`config.mk`:
```
export PLATFORM = sky130hd
export DESIGN_NAME = s4ga_v2
export DESIGN_NICKNAME = d
export VERILOG_FILES = /design/src/rtl/s4ga_v2.sv
export SDC_FILE = /design/constraint.sdc
export NUM_CORES = 1
export LEC_CHECK = 0
export BUFFER_PORTS_ARGS = -buffer_cell sky130_fd_sc_hd__buf_2
export CAP_MARGIN = 20
export CORE_UTILIZATION = 35
export CTS_CLUSTER_SIZE = 14
export DETAILED_ROUTE_END_ITERATION = 12
export PLACE_DENSITY = 0.5
export REMOVE_ABC_BUFFERS = 1
export SLEW_MARGIN = 30
export SYNTH_ARGS = -nofsm -noshare
export SYNTH_HDL_FRONTEND = slang
export SYNTH_SLANG_ARGS = --single-unit
```
`constraint.sdc`:
```
create_clock -name clk -period 4.63 [get_ports clk]
set_clock_uncertainty 0.15 [all_clocks]
set_input_delay 0.926 -clock clk [delete_from_list [all_inputs] [get_ports clk]]
set_output_delay 0.926 -clock clk [all_outputs]
set_load 0.02 [all_outputs]
```
`src/rtl/s4ga_v2.sv`:
```
// Serially configured K-input LUT array: records stream in SI_W bits at a time,
// each completed record evaluates one LUT and shifts its result into the state.
module s4ga_v2 #(
    parameter int N     = 64,
    parameter int K     = 4,
    parameter int SI_W  = 4,
    parameter int SYNC  = 0,
    parameter int OUT_W = 8
) (
    input  logic             clk,
    input  logic             rst_n,
    input  logic [SI_W-1:0]  si,
    input  logic             si_valid,
    output logic [OUT_W-1:0] out,
    output logic             lut_valid,
    output logic             frame_done
);
    localparam int IDX_W     = $clog2(N);
    localparam int IDX_SEGS  = (IDX_W + SI_W - 1) / SI_W;
    localparam int MASK_W    = 1 << K;
    localparam int MASK_SEGS = (MASK_W + SI_W - 1) / SI_W;
    localparam int MAXW      = (MASK_W > IDX_W) ? MASK_W : IDX_W;
    localparam int COL_W     = (MAXW > SI_W) ? MAXW : SI_W + 1;
    localparam int SR_W      = COL_W - SI_W;
    localparam int MAX_SEGS  = (MASK_SEGS > IDX_SEGS) ? MASK_SEGS : IDX_SEGS;
    localparam int SEG_W     = $clog2(MAX_SEGS + 1);
    localparam int K_W       = $clog2(K + 1);
    localparam int PAD_W     = 1 << IDX_W;

    localparam logic [SEG_W-1:0] IDX_LAST  = SEG_W'(IDX_SEGS - 1);
    localparam logic [SEG_W-1:0] MASK_LAST = SEG_W'(MASK_SEGS - 1);
    localparam logic [K_W-1:0]   K_MASK    = K_W'(K);
    localparam logic [IDX_W-1:0] N_LAST    = IDX_W'(N - 1);

    logic [SR_W-1:0]   sr;
    logic [COL_W-1:0]  col;
    logic [K-1:0]      in_sr;
    logic [K_W-1:0]    k;
    logic [SEG_W-1:0]  seg;
    logic [IDX_W-1:0]  n;
    logic [N-1:0]      cur;
    logic [PAD_W-1:0]  rd_pad;
    logic [IDX_W-1:0]  idx;
    logic [MASK_W-1:0] mask;
    logic              at_mask;
    logic              last_seg;
    logic              idx_bit;
    logic              result;
    logic              lut_done;
    logic              frame_end;
    logic              unused_col;

    // Field value is always the low bits of {sr, si}; older segments sit above it.
    always_comb begin
        col       = {sr, si};
        at_mask   = (k == K_MASK);
        last_seg  = at_mask ? (seg == MASK_LAST) : (seg == IDX_LAST);
        idx       = col[IDX_W-1:0];
        rd_pad    = PAD_W'(cur);
        idx_bit   = rd_pad[idx];
        mask      = col[MASK_W-1:0];
        result    = mask[in_sr];
        lut_done  = si_valid && at_mask && last_seg;
        frame_end = lut_done && (n == N_LAST);
    end

    assign unused_col = ^col[COL_W-1:SR_W];

    always_ff @(posedge clk) begin
        if (!rst_n) begin
            sr         <= '0;
            in_sr      <= '0;
            k          <= '0;
            seg        <= '0;
            n          <= '0;
            lut_valid  <= 1'b0;
            frame_done <= 1'b0;
        end else begin
            lut_valid  <= lut_done;
            frame_done <= frame_end;
            if (si_valid) begin
                sr <= col[SR_W-1:0];
                if (!last_seg) begin
                    seg <= seg + SEG_W'(1);
                end else begin
                    seg <= '0;
                    if (at_mask) begin
                        k <= '0;
                        n <= frame_end ? '0 : n + IDX_W'(1);
                    end else begin
                        k     <= k + K_W'(1);
                        in_sr <= K'({in_sr, idx_bit});
                    end
                end
            end
        end
    end

    generate
        if (SYNC == 0) begin : g_immediate
            always_ff @(posedge clk) begin
                if (!rst_n)
                    cur <= '0;
                else if (lut_done)
                    cur <= {cur[N-2:0], result};
            end
        end else begin : g_double
            logic [N-1:0] nxt;
            logic         unused_nxt;

            assign unused_nxt = nxt[N-1];

            // Commit includes the final LUT's result in the same edge.
            always_ff @(posedge clk) begin
                if (!rst_n) begin
                    nxt <= '0;
                    cur <= '0;
                end else if (lut_done) begin
                    nxt <= {nxt[N-2:0], result};
                    if (frame_end)
                        cur <= {nxt[N-2:0], result};
                end
            end
        end
    endgenerate

    assign out = cur[OUT_W-1:0];

endmodule

```
# --- Word level (Yosys, flattened, before mapping) ---
# Index checks and enable logic that the tools add are counted.
totals:
  regBits: 94
  out_inout_bits: 10
  elab_cells: 32
op_classes:
  add_sub_neg: 3
  n_lt_le_gt_ge: 2
  n_eq_ne: 4
  mux: 8
  bitwise_logic: 1
  n_reduce_logical: 6
ops:
  columns: ["cell", "count"]
  rows:
  - ["$lt A6 B7 Y1 const B", 1]
  - ["$add A3 B1 Y3 const B", 2]
  - ["$add A6 B1 Y6 const B", 1]
  - ["$bmux W1 S6", 1]
  - ["$eq A6 B6 Y1 const B", 1]
  - ["$mux W3", 2]
  - ["$mux W6", 1]
  - ["$reduce_and A3 Y1", 2]
  - ["$lt A4 B5 Y1 const B", 1]
  - ["$bmux W1 S4", 1]
  - ["$eq A3 B1 Y1 const B", 1]
  - ["$eq A3 B2 Y1 const B", 1]
  - ["$eq A3 B3 Y1 const B", 1]
  - ["$logic_and A1 B1 Y1", 3]
  - ["$mux W1", 3]
  - ["$reduce_and A2 Y1", 1]
  - ["$not A1 Y1", 1]

# --- Longest topological paths before layout ---
# Gate-level depths: netlist (run 1).
logic_depth:
  depth_word: 5
  depth_mapped: 9
  ltp_nobuf: 7

# --- Worst setup path after synthesis (run 1) ---
# No wires, ideal clock.
synth_path:
  path_type: "in2reg"
  from: "in si[0]"
  to: "reg in_sr[0]"
  arrival_time_ps: 2210
  required_ps: 4347
  path_slack_ps: 2137
  stages: 6
  n_path_buf: 1
  cell_sequence: "buf_6 mux4_2 a22oi_1 a31oi_1 a2111oi_2 o32ai_1"
synth_between:
  elab_chain_len: 2
synth_rtl:
  columns: ["element", "line", "rtl"]
  rows:
  - ["from (decl)", "12", "input logic [SI_W-1:0] si,"]
  - ["$bmux W1 S6", "60", "idx_bit = rd_pad[idx];"]
  - ["$mux W1 (implied by the code)", "60", null]
  - ["to (signal assigned)", "92", "in_sr <= K'({in_sr, idx_bit});"]
  - ["to (decl)", "37", "logic [K-1:0] in_sr;"]
# Every way passes these cells. The select of a mux whose other input is x is not followed.
# A chain may end at the register's enable or synchronous reset.

# --- Final worst setup path (run 1) ---
layout_path:
  from: "in si_valid"
  to: "reg cur[17]"
layout_between:
  elab_chain_len: 2
layout_rtl:
  columns: ["element", "line", "rtl"]
  rows:
  - ["from (decl)", "13", "input logic si_valid,"]
  - ["$logic_and A1 B1 Y1 (2 in a row)", "63", "lut_done = si_valid && at_mask && last_seg;"]
  - ["to (signal assigned)", "105", "cur <= {cur[N-2:0], result};"]
  - ["to (decl)", "41", "logic [N-1:0] cur;"]
# Every way passes these cells.

==> results.json, run 1 <==
{
  "status": "finished clean",
  "synthFlopType": "dfxtp_1",
  "synth.area.top_cells": "dfxtp_1, nand2_1, a21boi_0",
  "clock_path_buffers": 2,
  "dieArea_um2": 12900,
  "yosysSeqAreaShare": 0.431,
  "worstPathRequired_ns": 4.75,
  "n_antenna_cell": 0,
  "first_pass_iters": 4,
  "cpPeakStageDelay_ns": 0.73,
  "finalSetupTns_ns": 0,
  "area_growth_pct": 9.19,
  "p_total_mw": 1.69,
  "yosysTopAreaCell": "dfxtp_1",
  "ctsHoldBuffers": 0,
  "insertion_delay_ns": 0.35,
  "crit_path_end_kind": "register",
  "detail_route.drc_violations": 0,
  "syn_inst": 471,
  "grt_pass1_wl_um": 15100,
  "crit_buf_inv": 2,
  "cp_max_fo": 45,
  "seqCellArea_um2": 1880,
  "drive_above_1_share": 0.123,
  "async_flop_share": 0,
  "antenna_found_initial": 0,
  "vias_per_cell": 4.82,
  "max_slew.worst_pin.slew_ns": 0.838,
  "cts_tree": "built",
  "synth-seq-cells": 94,
  "setup_viol": 0,
  "gp_congestion": 0.734,
  "ant_nets": 0,
  "synth_area_um2": 4370,
  "drt-initial-drc-count": 231,
  "r2r_cells": 7,
  "clk_pin_slew_ns": 0.06,
  "rsz0062_at_grt": "false",
  "drv_cap": 0,
  "wl_um": 9100,
  "r2r_start": "k[0]",
  "powerDensity_nw_per_um2": 353,
  "ios": 17,
  "synth_edf_count": 0,
  "fp-row-count": 40,
  "num_vias": 3050,
  "wl_per_cell_um": 14.4,
  "cts_sinks": 94,
  "relSlewSlack": 0.441,
  "ys_types": 41,
  "arrival_ns": 3.02,
  "hold_depth": 2,
  "grt_max_degree": 56,
  "synth_most_common_cell": "nand2_1",
  "multi_input_area_um2": 2230,
  "grt_util_all_layers": 0.155,
  "start_util": 0.361,
  "io_buffers": 16,
  "overflow": 0,
  "cts-resized-gates": 0,
  "cts_buffers": 9,
  "path_class": "in2reg",
  "die_y_um": 114,
  "place_hpwl_um": 5620,
  "syn_area_per_cell_um2": 9.28,
  "worstHoldStart": "cur[54]",
  "ir_drop_v": 0.000153,
  "p_leak_nw": 1.66,
  "dieWidth_um": 114,
  "layout.nets": 471,
  "slowest_stage": "and2_2",
  "synthTopCellsByCount": "nand2_1, dfxtp_1, a21boi_0",
  "core_area_um2": 12100,
  "htreeDepth": 3,
  "yosysWarnings": 0,
  "cts_setup_buffers": 0,
  "crit_chain": "buf_2 -> and3b_1 -> and2_2 -> buf_4 -> nand2_1 -> a21boi_0",
  "fill_cells": 1245,
  "maxSlewViolCount": 0,
  "hp-class": "reg2reg",
  "startpoint_type": "input port",
  "hold_viol_final": 0,
  "cts_root_buffer": "clkbuf_16",
  "first_global_vias": 2818,
  "cpLargestDelayFamily": "simple AND/OR/NAND/NOR gates",
  "synth_top_area_frac": 0.431,
  "hold_path_end": "cur[55]",
  "fmax_mhz": 345,
  "layout_min_cycle_time_ns": 2.90,
  "r2r_slack_ns": 2.13,
  "timing.rr.end": "cur[17]",
  "period_share": 0.627
}
## cells in the final DEF (no fill, tap or decap), types with 3 or more instances in the layout
cell	Yosys	final
a21boi_0	66	66
and2_1	5	4
buf_2	5	16
buf_4	16	3
clkbuf_16	0	9
clkbuf_8	0	4
dfxtp_1	94	94
ha_1	4	4
inv_1	6	6
mux2_2	7	7
mux2i_1	18	18
mux4_1	7	7
mux4_2	10	10
nand2_1	144	143
nand4_1	3	3
nor2_1	8	8
nor2b_1	18	18
nor3_1	3	3
o22ai_1	4	4
xnor2_1	4	4
xor2_1	3	3
## worst max-delay path by stage
stage / depth (start not counted) / start / slack [ns] / end
after floorplan: 5 / si_valid / 1.52 / n[4]
after global placement: 6 / si_valid / 1.40 / cur[26]
after detailed placement: 6 / si_valid / 1.35 / cur[28]
after CTS: 6 / si_valid / 1.69 / cur[17]
after global routing: 6 / si_valid / 1.48 / cur[28]
final: 6 / si_valid / 1.73 / cur[17]
## sequential cells by signal (all words and copies together) (netlist names)
name	cells
in_sr	4
frame_done	1
n	6
lut_valid	1
cur	64
seg	3
sr	12
k	3
## power breakdown
group	switching [mW]	internal, mW
logic	0.0411	0.0348
registers	0.00788	0.815
clock network	0.311	0.476
total	0.360	1.33
## area by class of cell
class	count	area share
Tap cell	168	0.0441
Sequential cell	94	0.394
Clock buffer	13	0.0587
Multi-Input combinational cell	330	0.468
Clock inverter	3	0.00839
Timing Repair Buffer	19	0.0215
Inverter	6	0.00472
## per-layer routing
layer	wire length, um	global-route usage
met1	4560	0.206
met2	4060	0.230
met3	375	0.0611
met5	0	0
met4	103	0.0447
## worst reg2reg max path: stages, from the launching register on
cell      delay, ns
dfxtp_1        0.31
inv_1          0.08
ha_1           0.21
and3_1         0.25
and2_2         0.73
buf_4          0.41
nand2_1        0.09
a21boi_0       0.18
## through the flow
stage	hold slack [ns]	worst slack [ns]	utilization	cells	cell area [um2]
after global placement	0.303	1.40	0.367	617	4450
after CTS	0.328	1.69	0.394	633	4770
final	0.325	1.73	0.394	633	4770
after floorplan	0.290	1.52	-	430	4130
after global routing	0.349	1.48	0.394	633	4770
after detailed placement	0.320	1.35	0.367	617	4450
## kinds of logic (layout without fill, tap and decap cells)
logic type | count (synthesis) | after routing | share of synthesized area
AND/OR/NAND/NOR | 193 | 193 | 0.189
flip-flops | 94 | 94 | 0.431
AO/OA/AOI/OAI | 84 | 84 | 0.143
buffers and inverters | 47 | 41 | 0.0590
multiplexers | 42 | 42 | 0.153
XOR/XNOR | 7 | 7 | 0.0140
adder cells (fa/ha/maj) | 4 | 4 | 0.0115
No activity file was read; power rests on OpenSTA's default activity.
==> run 2: changes to the inputs <==
Settings changed: PLACE_DENSITY 0.5 to 0.52.
Clock period 4.63 ns to 2.55 ns, I/O delays scaled along.
==> results.json, run 2 (synthesized netlist as in run 1, its figures left out) <==
{
  "status": "finished clean",
  "r2r_start": "k[0]",
  "cts-resized-gates": 0,
  "grt_max_degree": 63,
  "grt_pass1_wl_um": 14900,
  "layout.nets": 477,
  "finalSetupTns_ns": 0,
  "cp_max_fo": 5,
  "detail_route.drc_violations": 0,
  "fp-row-count": 40,
  "fmax_mhz": 491,
  "cts_buffers": 9,
  "max_slew.worst_pin.slew_ns": 0.487,
  "rsz0062_at_grt": "false",
  "start_util": 0.361,
  "drive_above_1_share": 0.134,
  "startpoint_type": "register",
  "fill_cells": 1238,
  "cts_root_buffer": "clkbuf_16",
  "place_hpwl_um": 5900,
  "core_area_um2": 12100,
  "setup_viol": 0,
  "whs_ns": 0.326,
  "drt-initial-drc-count": 185,
  "io_buffers": 16,
  "mostFrequentLayoutCell": "nand2_1",
  "p_leak_nw": 1.71,
  "vias_per_cell": 4.83,
  "cts_setup_buffers": 0,
  "first_pass_iters": 4,
  "antenna_found_initial": 0,
  "largest_register": "cur",
  "cts_sinks": 94,
  "setup_ws_ns": 0.512,
  "area_growth_pct": 11.4,
  "insertion_delay_ns": 0.34,
  "most-common-layout-cells": "nand2_1, dfxtp_1, a21boi_0",
  "clock_path_buffers": 2,
  "wl_per_cell_um": 13.7,
  "crit_path_end_kind": "register",
  "hold_viol_final": 0,
  "powerDensity_nw_per_um2": 654,
  "worstHoldStart": "cur[33]",
  "dieWidth_um": 114,
  "largestRegisters": "cur: 64 flops, sr: 12 flops, n: 6 flops",
  "clk_pin_slew_ns": 0.07,
  "arrival_ns": 2.16,
  "hp-class": "reg2reg",
  "path_class": "reg2reg",
  "n_antenna_cell": 0,
  "wl_um": 8750,
  "dieArea_um2": 12900,
  "largest_reg_flops": 64,
  "htreeDepth": 3,
  "period_share": 0.799,
  "multi_input_area_um2": 2230,
  "ant_nets": 0,
  "worstPathRequired_ns": 2.67,
  "ir_drop_v": 0.000440,
  "maxSlewViolCount": 0,
  "place_ws_ns": 0.200,
  "drv_cap": 0,
  "first_global_vias": 2933,
  "seqCellArea_um2": 1880,
  "crit_start": "k[0]",
  "die_y_um": 114,
  "overflow": 0,
  "relSlewSlack": 0.673,
  "ctsHoldBuffers": 0,
  "layout_min_cycle_time_ns": 2.04,
  "cts_tree": "built",
  "num_vias": 3088,
  "ios": 17,
  "grt_util_all_layers": 0.145,
  "gp_congestion": 0.733
}
[run 2: changes by cell type in the layout (fill, tap and decap cells not counted)]
cell / change
clkinv_4: +1
buf_12: +2
bufinv_16: +2
buf_4: +4
clkbuf_8: -3
[run 2: worst max-delay path: stages (launching register included)]
cell and delay [ns]:
dfxtp_1 0.32, inv_1 0.09, ha_1 0.22, and3_1 0.28, nand4_1 0.13, or2_2 0.30
or3_1 0.34, a21boi_0 0.15
[run 2: layout make-up]
| class | count | area share |
|---|---|---|
| multi-input combinational | 330 | 0.459 |
| timing repair buffer | 25 | 0.0355 |
| clock buffer | 10 | 0.0491 |
| inverter | 6 | 0.00463 |
| sequential | 94 | 0.387 |
| clock inverter | 6 | 0.0224 |
| tap | 168 | 0.0432 |
[run 2: worst paths after layout]
check / endpoint / slack [ns] / depth (start not counted)
worst max register to register: n[5] / 0.51 / 7
worst min-delay path: cur[33] / 0.33 / 2
worst max-delay path: n[5] / 0.51 / 7
worst min register to register: cur[33] / 0.33 / 2
[run 2: layer usage]
metal / up-vias / wire length (um) / GRT usage
li1: 1582 / - / -
met1: 1457 / 4440 / 0.200
met2: 38 / 3900 / 0.226
met3: 11 / 304 / 0.0335
met4: 0 / 99 / 0.0430
met5: - / 0 / 0
[run 2: metrics by stage]
step                power [mW]  std cells  cell area, um2  utilization
floorplan                 1.60        430            4130            -
global placement          1.67        623            4520        0.373
detailed placement        1.67        623            4520        0.373
CTS                       3.22        639            4870        0.402
global route              3.29        639            4870        0.402
finish                    3.18        639            4870        0.402
[run 2: power breakdown]
| group | total, mW | switching, mW | internal [mW] |
|---|---|---|---|
| Clock | 1.55 | 0.565 | 0.983 |
| Sequential | 1.49 | 0.0142 | 1.48 |
| Combinational | 0.139 | 0.0712 | 0.0683 |
==> run 3: changes to the inputs <==
Settings changed: ABC_AREA set to 1, PLACE_DENSITY 0.52 to 0.5.
Clock period 2.55 ns to 2 ns, I/O delays scaled along.
==> results.json, run 3 <==
{
  "ios": 17,
  "p_leak_nw": 1.74,
  "mostFrequentLayoutCell": "nand2_1",
  "grt_util_all_layers": 0.163,
  "fill_cells": 1182,
  "rsz0062_at_grt": "true",
  "power.switching_uw": 944,
  "n_antenna_cell": 0,
  "syn_inst": 546,
  "multi_input_area_um2": 1730,
  "finalSetupTns_ns": 0,
  "clk_pin_slew_ns": 0.06,
  "setup_ws_ns": 0.117,
  "most-common-layout-cells": "nand2_1, dfxtp_1, inv_1",
  "htreeDepth": 3,
  "layout_min_cycle_time_ns": 1.88,
  "first_global_vias": 3435,
  "num_vias": 3409,
  "synth-seq-cells": 94,
  "hold_viol_final": 0,
  "synth_area_um2": 4200,
  "cts_root_buffer": "clkbuf_16",
  "use_met1": 0.203,
  "detail_route.drc_violations": 0,
  "fmax_mhz": 531,
  "period_share": 0.941,
  "die_y_um": 112,
  "cpPeakStageDelay_ns": 0.33,
  "path_class": "reg2reg",
  "top_usage_layer": "met2",
  "cts_tree": "built",
  "cts_buffers": 9,
  "ys_types": 30,
  "synthFlopType": "dfxtp_1",
  "pwr-share-comb": 0.077,
  "clock_path_buffers": 2,
  "gp_congestion": 0.769,
  "place_hpwl_um": 5890,
  "grt_pass1_wl_um": 16100,
  "core_area_um2": 11600,
  "ir_drop_v": 0.000407,
  "overflow": 0,
  "fin_util": 0.408,
  "arrival_ns": 2.00,
  "drv_cap": 0,
  "largest_reg_flops": 64,
  "layout.nets": 565,
  "wl_um": 9340,
  "cp_max_fo": 63,
  "slowest_stage": "dfxtp_2",
  "syn_area_per_cell_um2": 7.69,
  "drt-initial-drc-count": 195,
  "synth_top_area_frac": 0.448,
  "insertion_delay_ns": 0.35,
  "grt_max_degree": 64,
  "netSwitchingFraction": 0.246,
  "powerDensity_nw_per_um2": 812,
  "io_buffers": 16,
  "relSlewSlack": 0.744,
  "yosysSeqAreaShare": 0.448,
  "first_pass_iters": 4,
  "yosysTopAreaCell": "dfxtp_1",
  "drive_above_1_share": 0.141,
  "synth.area.top_cells": "dfxtp_1, nand2_1, o22ai_1",
  "wl_per_cell_um": 13.3,
  "async_flop_share": 0,
  "ant_nets": 0,
  "seqCellArea_um2": 1880,
  "start_util": 0.363,
  "synthTopCellsByCount": "nand2_1, dfxtp_1, inv_1",
  "grtUsageMet2": 0.266,
  "crit_chain": "inv_1 -> ha_2 -> nand2_4 -> inv_2 -> nand2_1 -> nand4_2 -> nor2_4 -> nand2_8 -> nor2_8 -> inv_8 -> o22ai_1",
  "place_ws_ns": -0.0591,
  "max_slew.worst_pin.slew_ns": 0.383,
  "antenna_found_initial": 0,
  "hp-class": "in2reg",
  "vias_per_cell": 4.86,
  "fp-row-count": 39,
  "sequentialPowerShare": 0.502,
  "cts_sinks": 94,
  "setup_viol": 0,
  "whs_ns": 0.320,
  "maxSlewViolCount": 0,
  "largestRegisters": "cur: 64 flops, sr: 12 flops, n: 6 flops",
  "area_growth_pct": 12.5,
  "p_clk_frac": 0.421,
  "synth_most_common_cell": "nand2_1",
  "startpoint_type": "register",
  "dieWidth_um": 112,
  "grtUsageMet3": 0.0327,
  "yosysWarnings": 0,
  "dieArea_um2": 12400,
  "largest_register": "cur",
  "status": "finished clean",
  "crit_path_end_kind": "register",
  "worstPathRequired_ns": 2.12,
  "intPower_mw": 2.89,
  "synth_edf_count": 0
}
==> run 3: path summary, 6_finish.rpt <==
path	end	from	cells after the start	slack, ns
worst max-delay path	cur[22]	k[0]	11	0.12
worst min-delay path	sr[3]	si[3]	3	0.32
worst max register to register	cur[22]	k[0]	11	0.12
worst min register to register	frame_done	n[5]	2	0.33
==> run 3: logic make-up after synthesis <==
kind of cell,Yosys count,synth area share
buffers and inverters,132,0.151
AO/OA/AOI/OAI,120,0.178
adder cells (fa/ha/maj),4,0.0119
flip-flops,94,0.448
XOR/XNOR,1,0.00209
AND/OR/NAND/NOR,195,0.209
==> run 3: what timing repair did <==
action	in CTS	in global routing
endpoints found under the setup margin	63	66
pin swaps	0	3
resized for setup	1	14
hold buffers	0	0
setup buffers	0	0
gates cloned	0	1
==> run 3: metal layers <==
layer  vias up  routed length [um]
met5         -                   0
met4         0                 212
met3        14                 233
met2        33                4200
met1      1554                4690
li1       1808                   -
==> run 3: cell type report <==
| cell class | count | area share |
|---|---|---|
| Clock buffer | 11 | 0.0514 |
| Clock inverter | 5 | 0.00742 |
| Inverter | 95 | 0.0777 |
| Multi-Input combinational cell | 320 | 0.367 |
| Sequential cell | 94 | 0.399 |
| Tap cell | 143 | 0.0379 |
| Timing Repair Buffer | 34 | 0.0599 |
==> run 3: worst max-delay path, delay by kind of cell (launching register included) <==
kind / cells / cell delay (ns)
and+or+nand+nor: 6 / 0.69
AOI/OAI and AO/OA: 1 / 0.17
adders and majority gates: 1 / 0.19
DFF: 1 / 0.33
buffers and inverters: 3 / 0.25
==> run 3: power by group through the flow <==
stage	clock [mW]	combinational (mW)	sequential, mW
floorplan	0	0.151	1.96
global placement	0	0.282	1.97
detailed placement	0	0.284	1.97
CTS	1.66	0.285	1.92
global route	1.74	0.332	1.93
finish	1.61	0.296	1.92
==> run 3: metrics by stage <==
step                      area, um2  cells  total power [mW]
after global routing           4720    702              4.00
after floorplan                3920    509              2.11
after detailed placement       4360    685              2.25
after CTS                      4640    701              3.87
final                          4720    702              3.83
after global placement         4360    685              2.25
